--- config.mk ---
export PLATFORM = sky130hd
export DESIGN_NAME = icache_axi_refill
export DESIGN_NICKNAME = d
export VERILOG_FILES = /design/src/rtl/icache_axi_refill.sv
export SDC_FILE = /design/constraint.sdc
export NUM_CORES = 1
export LEC_CHECK = 0
export CAP_MARGIN = 5
export CORE_MARGIN = 5
export CORE_UTILIZATION = 41
export DETAILED_ROUTE_END_ITERATION = 8
export MAX_ROUTING_LAYER = met4
export PLACE_DENSITY = 0.88
export SYNTH_ARGS = -nofsm -noshare
export SYNTH_HDL_FRONTEND = slang
export SYNTH_SLANG_ARGS = --single-unit
--- constraint.sdc ---
create_clock -name aclk -period 1.83 [get_ports aclk]
set_input_delay 0.183 -clock aclk [delete_from_list [all_inputs] [get_ports aclk]]
set_output_delay 0.183 -clock aclk [all_outputs]
set_load 0.05 [all_outputs]
--- src/rtl/icache_axi_refill.sv ---
// AXI4 read master that refills one instruction-cache line per miss.
// One INCR burst per miss; the assembled line is returned with a one-cycle valid pulse.
module icache_axi_refill #(
    parameter int          LINE_BEATS = 4,
    parameter logic [3:0]  AXI_ID     = 4'h0
) (
    input  logic                       aclk,
    input  logic                       aresetn,
    input  logic                       miss_req,
    input  logic [31:0]                miss_addr,
    output logic                       miss_ack,
    output logic                       refill_valid,
    output logic [31:0]                refill_addr,
    output logic [LINE_BEATS*64-1:0]   refill_data,
    output logic                       refill_err,
    output logic [31:0]                m_araddr,
    output logic [1:0]                 m_arburst,
    output logic [7:0]                 m_arlen,
    output logic [2:0]                 m_arsize,
    output logic [3:0]                 m_arid,
    output logic [3:0]                 m_arcache,
    output logic [2:0]                 m_arprot,
    output logic                       m_arlock,
    output logic                       m_arvalid,
    input  logic                       m_arready,
    input  logic [63:0]                m_rdata,
    input  logic [3:0]                 m_rid,
    input  logic [1:0]                 m_rresp,
    input  logic                       m_rlast,
    input  logic                       m_rvalid,
    output logic                       m_rready
);

    localparam int          CW       = $clog2(LINE_BEATS) + 1;
    localparam int          IW       = CW - 1;
    localparam logic [31:0] OFF_MASK = 32'(LINE_BEATS * 8 - 1);
    localparam logic [CW-1:0] LB_C   = CW'(LINE_BEATS);
    localparam logic [CW-1:0] LAST_C = CW'(LINE_BEATS - 1);

    typedef enum logic [1:0] {IDLE, AREQ, RDATA, DONE} state_e;

    state_e                    state_q, state_d;
    logic [31:0]               addr_q, addr_d;
    logic [31:0]               raddr_q, raddr_d;
    logic [CW-1:0]             cnt_q, cnt_d;
    logic                      err_q, err_d;
    logic [LINE_BEATS*64-1:0]  line_q, line_d;
    logic                      unused_rresp;

    assign unused_rresp = m_rresp[0];

    always_comb begin
        state_d      = state_q;
        addr_d       = addr_q;
        raddr_d      = raddr_q;
        cnt_d        = cnt_q;
        err_d        = err_q;
        line_d       = line_q;
        miss_ack     = 1'b0;
        m_arvalid    = 1'b0;
        m_rready     = 1'b0;
        refill_valid = 1'b0;
        unique case (state_q)
            IDLE: begin
                miss_ack = 1'b1;
                if (miss_req) begin
                    addr_d  = miss_addr & ~OFF_MASK;
                    cnt_d   = '0;
                    err_d   = 1'b0;
                    state_d = AREQ;
                end
            end
            AREQ: begin
                m_arvalid = 1'b1;
                if (m_arready) state_d = RDATA;
            end
            RDATA: begin
                m_rready = 1'b1;
                if (m_rvalid) begin
                    // Beats past the line end are dropped; the count saturates.
                    if (cnt_q < LB_C) begin
                        line_d[int'(cnt_q[IW-1:0]) * 64 +: 64] = m_rdata;
                        cnt_d = cnt_q + 1'b1;
                    end
                    if (m_rresp[1] || (m_rid != AXI_ID) ||
                        (m_rlast && (cnt_q != LAST_C)) ||
                        (cnt_q >= LB_C))
                        err_d = 1'b1;
                    if (m_rlast) begin
                        raddr_d = addr_q;
                        state_d = DONE;
                    end
                end
            end
            DONE: begin
                refill_valid = 1'b1;
                state_d      = IDLE;
            end
            default: state_d = IDLE;
        endcase
    end

    always_ff @(posedge aclk or negedge aresetn) begin
        if (!aresetn) begin
            state_q <= IDLE;
            addr_q  <= '0;
            raddr_q <= '0;
            cnt_q   <= '0;
            err_q   <= 1'b0;
            line_q  <= '0;
        end else begin
            state_q <= state_d;
            addr_q  <= addr_d;
            raddr_q <= raddr_d;
            cnt_q   <= cnt_d;
            err_q   <= err_d;
            line_q  <= line_d;
        end
    end

    assign refill_err  = (state_q == DONE) & err_q;
    assign refill_addr = raddr_q;
    assign refill_data = line_q;
    assign m_araddr    = addr_q;
    assign m_arburst   = 2'b01;
    assign m_arlen     = 8'(LINE_BEATS - 1);
    assign m_arsize    = 3'b011;
    assign m_arid      = AXI_ID;
    assign m_arcache   = 4'h0;
    assign m_arprot    = 3'h0;
    assign m_arlock    = 1'b0;

endmodule

==> flow_summary.ini <==
[worst_setup_path]
critical_path_required_ps = 2240
worst_setup_path_start_kind = register
reg2reg_from = cnt_q[1]
worst-path-buf-inv = 3
reg2reg_to = refill_data[183]
endpoint_kind = register
critical_path_class = register to register
r2r_cells = 7
crit_family = buffers and inverters
crit_chain = inv_1 -> ha_4 -> nor3b_4 -> buf_6 -> bufbuf_16 -> nand2_1 -> o21ai_0
worst-path-max-fanout = 16
cpMaxStageDelayCell = dfrtp_1
slowest_delay_ps = 350
worst-r2r-setup-slack_ps = 60
critPathArrivalTime_ps = 2180

[yosys]
ys_types = 33
yosysSeqAreaShare_pct = 61.0
yosys_warnings = 0
synthesis.area_um2 = 13000
syn_area_per_cell_um2 = 9.86
syn_inst = 1315
ys_ff_latch = 316

[timing]
max_slew_margin_pct = 61.8
tns_ps = 0
rsz0062_at_grt = yes
setup_viol = 0
fin_crit_sh_pct = 96.8
finalClockSkew_ps = 13.6
max_freq_mhz = 565
period_minus_slack_ps = 1770
whs_ps = 170
hold_viol_final = 0
tightest_slew_ps = 575
slew_violations = 0

[finish]
drive_above_1_share_pct = 11.8
synthToLayoutAreaGrowth_pct = 42.8
final_cell_mix = nand2_1, dfrtp_1, dlygate4sd2_1, o21ai_1, o21ai_0
fill_cells = 2570
fin_nets = 1845
final_common_cell = nand2_1
n_antenna_cell = 0

[floorplanning]
die_h_um = 188
io_pins = 458
rows = 65
dieArea_um2 = 35300
core-area_um2 = 31400
dieWidth_um = 188
start_util_pct = 41.3

[clock_network]
clk_pin_slew_ps = 60
clk_latency_ps = 500
cts-root-buf = clkbuf_16
cts-buffers-inserted = 34
clock_sinks = 316
cts_buffer_depth = 3
cts.htree.levels = 2
cts_tree = done

[grt]
grt_usage_pct = 24.1
grt_pass1_vias = 11500
overflow = 0
grt_pass1_wl_mm = 66.0
antenna_found_initial = 0
grt_start_max_net_pins = 76

[detailed_routing]
drc = 0
ant_nets = 0
vias_per_cell = 5.14
dr.pass1.iters = 5
dr_total_vias = 11100
first_iter_violations = 747
wl_per_cell_um = 19.6
finalWirelength_mm = 42.3

[pwr]
p_leak_nw = 9.20
ir_worst_vdd_uv = 1380
cellPowerDensity_nw_per_um2 = 1570

[place]
dp_hpwl_mm = 29.3
gp_congestion = 0.906
port_buffers = 416

[outcome]
status = complete, no violations

[hold_path]
hold_path.class = primary input to asynchronous set/reset pin

[job]
drv_cap = 0
## cell families (layout without fill, tap and decap cells)
kind of cell             Yosys count  in the layout  share of synthesized area, %
AO/OA/AOI/OAI                    267            267                          10.5
adder cells (fa/ha/maj)           10             10                         0.965
buffers and inverters            131            533                          6.67
flip-flops                       316            316                          61.0
multiplexers                      56             56                          4.86
other                              2             35                        0.0579
AND/OR/NAND/NOR                  533            533                          16.0
## worst register-to-register path, stage by stage, from the launching register on
cell	delay, ps
dfrtp_1	350
inv_1	90
ha_4	320
nor3b_4	200
buf_6	160
bufbuf_16	330
nand2_1	80
o21ai_0	170
## stage by stage
step | setup slack [ps] | cells | cell area [um^2] | util (%) | power, W
after global routing | -30.4 | 2152 | 18500 | 58.9 | 0.0305
final | 59.0 | 2152 | 18500 | 58.9 | 0.0291
after global placement | 11.7 | 2087 | 17600 | 56.1 | 0.0226
after detailed placement | -99.5 | 2087 | 17600 | 56.1 | 0.0229
after CTS | 33.2 | 2151 | 18500 | 58.9 | 0.0293
after floorplan | -36.9 | 1348 | 13100 | - | 0.0178
## final cells by class
cell class,count,area [um^2],area share (%)
multi-input cells,901,4400,23.8
repair buffers,466,4550,24.6
clock inverters,11,110,0.595
inverters,8,30.0,0.162
well taps,402,503,2.72
flip-flops and latches,316,7910,42.7
clock buffers,48,1010,5.44
## routing by layer
metal	GRT usage, %	up-vias	part of all wire [%]
met5	-	-	0
met4	8.92	0	4.0
met3	5.99	109	9.3
met2	39.8	585	49
met1	28.8	5344	38
li1	-	5017	-
## how the worst max path moves through the flow
stage	start	slack, ps	to	cells past startpoint
floorplan	state_q[0]	-40	err_q	7
global placement	m_rvalid	10	refill_data[24]	6
detailed placement	cnt_q[1]	-100	refill_data[173]	6
CTS	cnt_q[1]	30	refill_data[143]	7
global route	cnt_q[1]	-30	refill_data[131]	7
finish	cnt_q[1]	60	refill_data[183]	7
## registers in the layout, indices dropped and copies added (netlist names)
signal and count:
refill_data 256, m_araddr 27, refill_addr 27, cnt_q 3, state_q 2, err_q 1
## synth_stat cells
master,instances,area [um^2]
clkbuf_1,12,45.0
mux2_2,55,619
nand3b_1,1,7.51
buf_4,36,270
o41ai_1,1,8.76
ha_1,10,125
nor2b_1,1,6.26
nand2b_1,1,6.26
buf_6,23,259
nand2_1,518,1940
nor2_2,1,6.26
nor3_4,1,16.3
nor4b_2,1,15.0
nor3b_1,1,7.51
clkbuf_2,14,70.1
nor3b_2,1,12.5
buf_2,38,190
inv_2,1,3.75
o32a_1,1,10.0
conb_1,2,7.51
nand3_2,1,10.0
mux2i_1,1,10.0
a21oi_1,3,15.0
and3b_1,1,8.76
a221oi_1,1,8.76
inv_1,7,26.3
o21ai_0,151,756
and2_1,1,6.26
a32o_1,1,10.0
dfrtp_1,316,7910
a21o_1,1,7.51
nand2_2,4,25.0
o21ai_1,108,541
## where the power goes
part           internal [W]  switching [W]
clock               0.00412        0.00275
combinational       0.00378        0.00917
sequential          0.00843       0.000861
total                0.0163         0.0128
## timing repair
action	in CTS	in global routing
hold buffers	1	0
resized for setup	286	22
cloned	2	0
hold endpoints to repair	205	0
pin swaps	0	1
setup buffers	2	1
endpoints found under the setup margin	350	65
Power figures use the tool's default switching activity.
